`src/rtl/banco_pkg.sv`:
```
// banco_pkg: shared widths and FSM state type for the register-file write arbiter.
package banco_pkg;

   localparam int unsigned DEF_DATA_W = 16;
   localparam int unsigned DEF_ADDR_W = 4;
   localparam int unsigned NUM_REGS   = 1 << DEF_ADDR_W;

   typedef enum logic [1:0] {
      OCIOSO,
      ESCRITA,
      LIMPEZA
   } estado_arb_t;

endpackage

```
`src/rtl/arbitro_escrita_banco_seletor_rr.sv`:
```
// seletor_rr: combinational rotating-priority selector; first asserted request at
// index >= ptr (wrapping) wins. Tie ptr to 0 for fixed lowest-index priority.
module seletor_rr
   import banco_pkg::*;
#(
   parameter int unsigned N_REQ = 4,
   parameter int unsigned IDX_W = 3
) (
   input  logic [N_REQ-1:0] req,
   input  logic [IDX_W-1:0] ptr,
   output logic [N_REQ-1:0] gnt,
   output logic [IDX_W-1:0] gnt_idx
);

   logic        achou;
   int unsigned cand;

   always_comb begin
      gnt     = '0;
      gnt_idx = '0;
      achou   = 1'b0;
      cand    = 0;
      for (int unsigned k = 0; k < N_REQ; k++) begin
         cand = 32'(ptr) + k;
         if (cand >= N_REQ) begin
            cand = cand - N_REQ;
         end
         // inner loop keeps every select index a loop constant
         for (int unsigned j = 0; j < N_REQ; j++) begin
            if (!achou && (cand == j) && req[j]) begin
               achou   = 1'b1;
               gnt[j]  = 1'b1;
               gnt_idx = IDX_W'(j);
            end
         end
      end
   end

endmodule

```
`src/rtl/arbitro_escrita_banco.sv`:
```
// arbitro_escrita_banco: sole driver of the register-file write port; arbitrates
// writeback requesters and runs a zeroing sweep. ARB_RR_EN selects round-robin.
module arbitro_escrita_banco
   import banco_pkg::*;
#(
   parameter int unsigned N_REQ  = 4,
   parameter int unsigned DATA_W = DEF_DATA_W,
   parameter int unsigned ADDR_W = DEF_ADDR_W
) (
   input  logic                      clk,
   input  logic                      reset,
   input  logic [N_REQ-1:0]          req_valid,
   input  logic [N_REQ*ADDR_W-1:0]   req_addr,
   input  logic [N_REQ*DATA_W-1:0]   req_data,
   output logic [N_REQ-1:0]          req_ready,
   input  logic                      clear_start,
   output logic                      wr_en,
   output logic [ADDR_W-1:0]         wr_addr,
   output logic [DATA_W-1:0]         wr_data,
   output logic [2:0]                grant_id,
   output logic                      busy,
   output logic                      clear_done
);

   localparam int unsigned IDX_W = 3;

   estado_arb_t       estado_q, estado_d;
   logic [ADDR_W-1:0] cnt_q, cnt_d;
   logic              wr_en_q, wr_en_d;
   logic [ADDR_W-1:0] wr_addr_q, wr_addr_d;
   logic [DATA_W-1:0] wr_data_q, wr_data_d;
   logic [IDX_W-1:0]  grant_id_q, grant_id_d;
   logic              clear_done_q, clear_done_d;

   logic [N_REQ-1:0]  gnt;
   logic [IDX_W-1:0]  gnt_idx;
   logic [IDX_W-1:0]  ptr_sel;
   logic              libera;

   seletor_rr #(
      .N_REQ (N_REQ),
      .IDX_W (IDX_W)
   ) u_seletor (
      .req     (req_valid),
      .ptr     (ptr_sel),
      .gnt     (gnt),
      .gnt_idx (gnt_idx)
   );

`ifdef ARB_RR_EN
   logic [IDX_W-1:0] ptr_q, ptr_d;

   assign ptr_sel = ptr_q;

   always_comb begin
      ptr_d = ptr_q;
      if (|req_ready) begin
         ptr_d = (gnt_idx == IDX_W'(N_REQ - 1)) ? '0 : gnt_idx + IDX_W'(1);
      end
   end

   always_ff @(posedge clk or posedge reset) begin
      if (reset) begin
         ptr_q <= '0;
      end else begin
         ptr_q <= ptr_d;
      end
   end
`else
   assign ptr_sel = '0;
`endif

   assign libera    = (estado_q != LIMPEZA) && !clear_start && !reset;
   assign req_ready = libera ? gnt : '0;

   always_comb begin
      estado_d     = OCIOSO;
      cnt_d        = '0;
      wr_en_d      = 1'b0;
      wr_addr_d    = '0;
      wr_data_d    = '0;
      grant_id_d   = '0;
      clear_done_d = 1'b0;
      case (estado_q)
         LIMPEZA: begin
            if (cnt_q == '1) begin
               clear_done_d = 1'b1;
            end else begin
               estado_d  = LIMPEZA;
               cnt_d     = cnt_q + ADDR_W'(1);
               wr_en_d   = 1'b1;
               wr_addr_d = cnt_q + ADDR_W'(1);
            end
         end
         default: begin
            // sweep starts with counter 0 already on wr_* in the first LIMPEZA cycle
            if (clear_start) begin
               estado_d = LIMPEZA;
               wr_en_d  = 1'b1;
            end else if (|req_ready) begin
               estado_d   = ESCRITA;
               wr_en_d    = 1'b1;
               grant_id_d = gnt_idx;
               for (int unsigned j = 0; j < N_REQ; j++) begin
                  if (gnt[j]) begin
                     wr_addr_d = req_addr[j*ADDR_W +: ADDR_W];
                     wr_data_d = req_data[j*DATA_W +: DATA_W];
                  end
               end
            end
         end
      endcase
   end

   always_ff @(posedge clk or posedge reset) begin
      if (reset) begin
         estado_q     <= OCIOSO;
         cnt_q        <= '0;
         wr_en_q      <= 1'b0;
         wr_addr_q    <= '0;
         wr_data_q    <= '0;
         grant_id_q   <= '0;
         clear_done_q <= 1'b0;
      end else begin
         estado_q     <= estado_d;
         cnt_q        <= cnt_d;
         wr_en_q      <= wr_en_d;
         wr_addr_q    <= wr_addr_d;
         wr_data_q    <= wr_data_d;
         grant_id_q   <= grant_id_d;
         clear_done_q <= clear_done_d;
      end
   end

   assign wr_en      = wr_en_q;
   assign wr_addr    = wr_addr_q;
   assign wr_data    = wr_data_q;
   assign grant_id   = grant_id_q;
   assign busy       = (estado_q == LIMPEZA);
   assign clear_done = clear_done_q;

endmodule

```
`config.mk`:
```
export PLATFORM = sky130hd
export DESIGN_NAME = arbitro_escrita_banco
export DESIGN_NICKNAME = d
export VERILOG_FILES = /design/src/rtl/banco_pkg.sv /design/src/rtl/arbitro_escrita_banco_seletor_rr.sv /design/src/rtl/arbitro_escrita_banco.sv
export SDC_FILE = /design/constraint.sdc
export NUM_CORES = 1
export LEC_CHECK = 0
export ABC_CLOCK_PERIOD_IN_PS = 3300
export BUFFER_PORTS_ARGS = -buffer_cell sky130_fd_sc_hd__buf_2
export CORE_ASPECT_RATIO = 1.2
export CORE_MARGIN = 2
export CORE_UTILIZATION = 35
export CTS_CLUSTER_DIAMETER = 200
export DETAILED_ROUTE_END_ITERATION = 10
export MAX_ROUTING_LAYER = met4
export PLACE_DENSITY_LB_ADDON = 0.15
export SLEW_MARGIN = 20
export SYNTH_ARGS = -nofsm -noshare
export SYNTH_HDL_FRONTEND = slang
export SYNTH_SLANG_ARGS = --single-unit
```
`constraint.sdc`:
```
create_clock -name clk -period 3.3 [get_ports clk]
set_input_delay 0.165 -clock clk [delete_from_list [all_inputs] [get_ports clk]]
set_output_delay 0.165 -clock clk [all_outputs]
set_load 0.005 [all_outputs]
```
# ---- Word-level counts from Yosys, hierarchy flattened
# Index checks and enable logic that the tools add are counted.
dict set report totals {
  regBits 31
  out_inout_bits 30
  wordCells 61
}
dict set report classes {
  muxes 39
  n_addsub 1
  n_eq_ne 3
  n_reduce_logical 11
}
# op n
set op_table {}
lappend op_table {{16-bit 2-to-1 mux} 7}
lappend op_table {{4-bit 2-to-1 mux} 10}
lappend op_table {{1-bit 2-to-1 mux} 14}
lappend op_table {{2-bit 2-to-1 mux} 5}
lappend op_table {{3-bit 2-to-1 mux} 3}
lappend op_table {{1-bit logical AND} 5}
lappend op_table {{1-bit zero test} 5}
lappend op_table {{4-bit by 1-bit adder with 4-bit output (second input constant)} 1}
lappend op_table {{4-bit equality test (second input constant)} 1}
lappend op_table {{4-bit OR reduction} 1}
lappend op_table {{2-bit equality test (second input constant)} 1}
lappend op_table {{2-bit inequality test (second input constant)} 1}

# ---- Logic depth before layout (Yosys ltp)
dict set report depth {
  word_depth 15
  ltp_mapped 6
  depth_no_buf 5
}

# ---- By module
# From an unflattened synthesis, not the netlist that was laid out.
dict set report hier_totals {
  hier_cells 202
  hier_area_um2 1935.6
}
# mod seq_area_each_um2 instances area_each_um2 cells_each
set modules_own_cells {}
lappend modules_own_cells {arbitro_escrita_banco 775.7 1 1706.6 166}
lappend modules_own_cells {seletor_rr 0.0 1 229.0 36}

# ---- Worst setup path before layout
# Ideal clock, no wire load.
dict set report synth_path {
  path_kind {input -> output}
  from {input reset}
  to {output req_ready[1]}
  required_ns 3.135
  cell_stages 3
  arrival_ns 1.155
  path_buffers 0
  slack_ns 1.980
  cell_sequence {inv_1 > nand2_1 > nor2_1}
}
dict set report synth_between {
  elab_chain_cells 3
}
# item line_no
set synth_lines {}
lappend synth_lines {{from (decl)} arbitro_escrita_banco.sv:11} ;# input logic reset,
lappend synth_lines {{1-bit zero test (no source line)} n/a}
lappend synth_lines {{1-bit logical AND} arbitro_escrita_banco.sv:73} ;# assign libera = (estado_q != LIMPEZA) && !clear_start && !reset;
lappend synth_lines {{4-bit 2-to-1 mux} arbitro_escrita_banco.sv:74} ;# assign req_ready = libera ? gnt : '0;
lappend synth_lines {{to (decl)} arbitro_escrita_banco.sv:15} ;# output logic [N_REQ-1:0] req_ready,
# No other way between the ends.

# ---- Final worst setup path
dict set report layout_path {
  from {input reset}
  to {output req_ready[3]}
}
# Same word-level chain as after synthesis.

==> impl_metrics.csv <==
group,metric,value,unit
power,power.density,470,mW/mm²
floorplanning,dieArea,0.00535,mm²
logic_synthesis,ys_types,36,
clock_tree,root_buffer,"clkbuf_8",
worst_hold_path,hold_class,"primary input to flop",
floorplanning,die_h,79.8,µm
logic_synthesis,avgSynthCellArea,9.25,µm²
clock_tree,path_clk_slew,0.06,ns
timing,clock_skew,0.00707,ns
worst_setup_path,cp-start-kind,"primary input",
routing,drt_wl_total,5090,µm
final_layout,layout-drive-gt1-share,0.448,
worst_setup_path,end_kind,"output port",
clock_tree,insertion_delay,0.28,ns
global_routing,antenna_found_initial,0,
clock_tree,cts_buffers,5,
logic_synthesis,postSynthCellCount,181,
floorplanning,coreArea,0.00459,mm²
job,maxCapViolCount,0,
final_layout,n_antenna_cell,0,
power,total_power,1.10,mW
outcome,status,"complete, no violations",
place,numPlacedInstances,338,
timing,max_clock_freq,551,MHz
routing,drt-wirelength-per-cell,14.6,µm
timing,setup_viol_count_final,0,
worst_setup_path,arrival,1.65,ns
timing,final_max_slew_viol_count,0,
floorplanning,chipWidth,67.1,µm
logic_synthesis,ys_ff_latch,30,
clock_tree,cts_buffer_depth,2,
routing,drtAntennaViolNets,0,
final_layout,nets,377,
worst_setup_path,worst-setup-path-type,"primary input to output port",
timing,setup_tns,0,ns
timing,min_period,1.81,ns
place,placed_area,0.00224,mm²
final_layout,multi_input_area,817,µm²
floorplanning,io_pins,117,
clock_tree,cts_resized,0,
final_layout,area_growth,40.4,%
routing,drt-pass1-iter-count,4,
routing,viasPerCell,5.22,
final_layout,fin_area,0.00235,mm²
clock_tree,cts.sinks,30,
global_routing,grt.overflow.total,0,
power,leakage,1.24,nW
global_routing,grt_pass1_vias,1851,
clock_tree,htreeDepth,2,
place,gp_congestion,0.828,
logic_synthesis,synth_top_cell_by_area,"dfrtp_1",
timing,fin_ws,1.49,ns
place,place_ws,1.37,ns
routing,wirelength_met1,2000,µm
timing,holdWs,0.120,ns
routing,drc,0,
global_routing,grt_pass1_wl,8310,µm
timing,min_period_over_period,0.550,
global_routing,grt_max_degree,32,
floorplanning,rows,27,
final_layout,final_cells,348,
routing,vias,1817,
final_layout,final_core_util,0.512,
logic_synthesis,syn-cell-area,0.00167,mm²
place,io_buffers,115,
global_routing,grt_usage,0.211,
logic_synthesis,yosysTopAreaCellShare,0.448,
worst_setup_path,crit_required,3.13,ns
power,vdd_drop_max,0.186,mV
routing,drtIter0Drc,107,
floorplanning,initial_core_util,0.364,
timing,hold_viol,0,
timing,relSlewSlack,0.357,
logic_synthesis,syn-num-nets,269,
routing,met2WireLength,2590,µm
routing,wl_met3,433,µm
logic_synthesis,yosysSeqAreaShare,0.448,
final_layout,layout.area.seq,751,µm²
logic_synthesis,ys_top_cells_by_area,"dfrtp_1, a221o_1, nand2_1, a21oi_1, a211o_1",
logic_synthesis,yosys_warnings,0,
worst_setup_path,worstPathMaxFanout,31,
clock_tree,cts_tree,"done",
routing,dr.max_layer_used,"met4",
final_layout,fillers,478,
timing,tightestPinTransition,0.965,ns
timing,rsz0062_at_grt,"false",
## Yosys cell counts (all sizes together)
cell and n:
o21ai 9, nor3 2, ha 1, clkbuf 2
o21bai 3, a311o 2, nor4b 1, a21oi 19
nand3b 1, a221o 11, xnor2 1, and2 2
or2 1, inv 5, nand2b 5, buf 15
nor2 7, o31ai 1, and3 3, a211o 7
nor2b 3, dfrtp 30, nand3 7, a22oi 4
o211ai 7, conb 1, a211oi 2, o22ai 1
nand2 27, nand4b 1
## registers in the layout, indices dropped and copies added, names as in the netlist
name        flops
wr_data        16
cnt_q           4
wr_addr         4
estado_q        2
grant_id        2
clear_done      1
wr_en           1
## worst paths after layout
path,depth (start not counted),end,startpoint,slack [ns]
setup / recovery,7,req_ready[3],reset,1.49
hold / removal,3,wr_data[11]$_DFF_PP0_,req_data[59],0.12
setup reg to reg,5,grant_id[0]$_DFF_PP0_,estado_q[1]$_DFF_PP0_,1.79
hold reg to reg,1,cnt_q[0]$_DFF_PP0_,cnt_q[0]$_DFF_PP0_,0.52
max in group asynchronous,4,wr_data[12]$_DFF_PP0_,reset,2.49
min in group asynchronous,4,wr_addr[0]$_DFF_PP0_,reset,0.52
## where the power goes
| part | total [mW] | switching, mW | internal [mW] | leakage (nW) |
|---|---|---|---|---|
| Clock | 0.300 | 0.132 | 0.168 | 0.0482 |
| Sequential | 0.471 | 0.0329 | 0.438 | 0.394 |
| Combinational | 0.333 | 0.170 | 0.164 | 0.796 |
| Total | 1.10 | 0.335 | 0.770 | 1.24 |
## worst max-delay path, cell delays in order
cell           delay (ns)
dlygate4sd3_1        0.53
buf_2                0.13
inv_1                0.05
buf_4                0.34
nand2_1              0.16
nor2_1               0.14
buf_2                0.12
## placed cells by master (no fill, tap or decap), types with 3 or more instances in the layout
cell / synthesis / routed
buf_2: 11 / 115
dfrtp_1: 30 / 30
nand2_1: 27 / 27
a21oi_1: 19 / 19
a221o_1: 11 / 11
o21ai_0: 8 / 8
nor2_1: 7 / 7
nand3_1: 7 / 7
a211o_1: 7 / 7
o211ai_1: 7 / 7
clkbuf_8: 0 / 6
inv_1: 5 / 5
nand2b_1: 4 / 4
a22oi_1: 4 / 4
and3_1: 3 / 3
o21bai_1: 3 / 3
## area by class of cell
class | count | share of cell area
Tap cell | 58 | 0.0309
Clock inverter | 1 | 0.00213
Sequential cell | 30 | 0.319
Timing Repair Buffer | 118 | 0.255
Clock buffer | 7 | 0.0367
Multi-Input combinational cell | 129 | 0.348
Inverter | 5 | 0.00798
## kinds of logic after synthesis
family | after synthesis | share of synthesized area
AOI/OAI and AO/OA | 66 | 0.286
and+or+nand+nor | 60 | 0.182
DFF | 30 | 0.448
buffers and inverters | 22 | 0.0688
xor gates and xnor gates | 1 | 0.00523
adders and majority gates | 1 | 0.00747
other | 1 | 0.00224
## repair_timing
| action | in CTS | in global routing |
|---|---|---|
| hold endpoints to repair | 30 | 0 |
| buffers inserted | 0 | 0 |
| hold buffers | 1 | 0 |
## routing by layer
metal,track usage,up-vias
met4,0.0653,0
met2,0.345,83
li1,-,870
met1,0.255,857
met3,0.0508,7
met5,-,-
(Power assumes the default switching activity.)
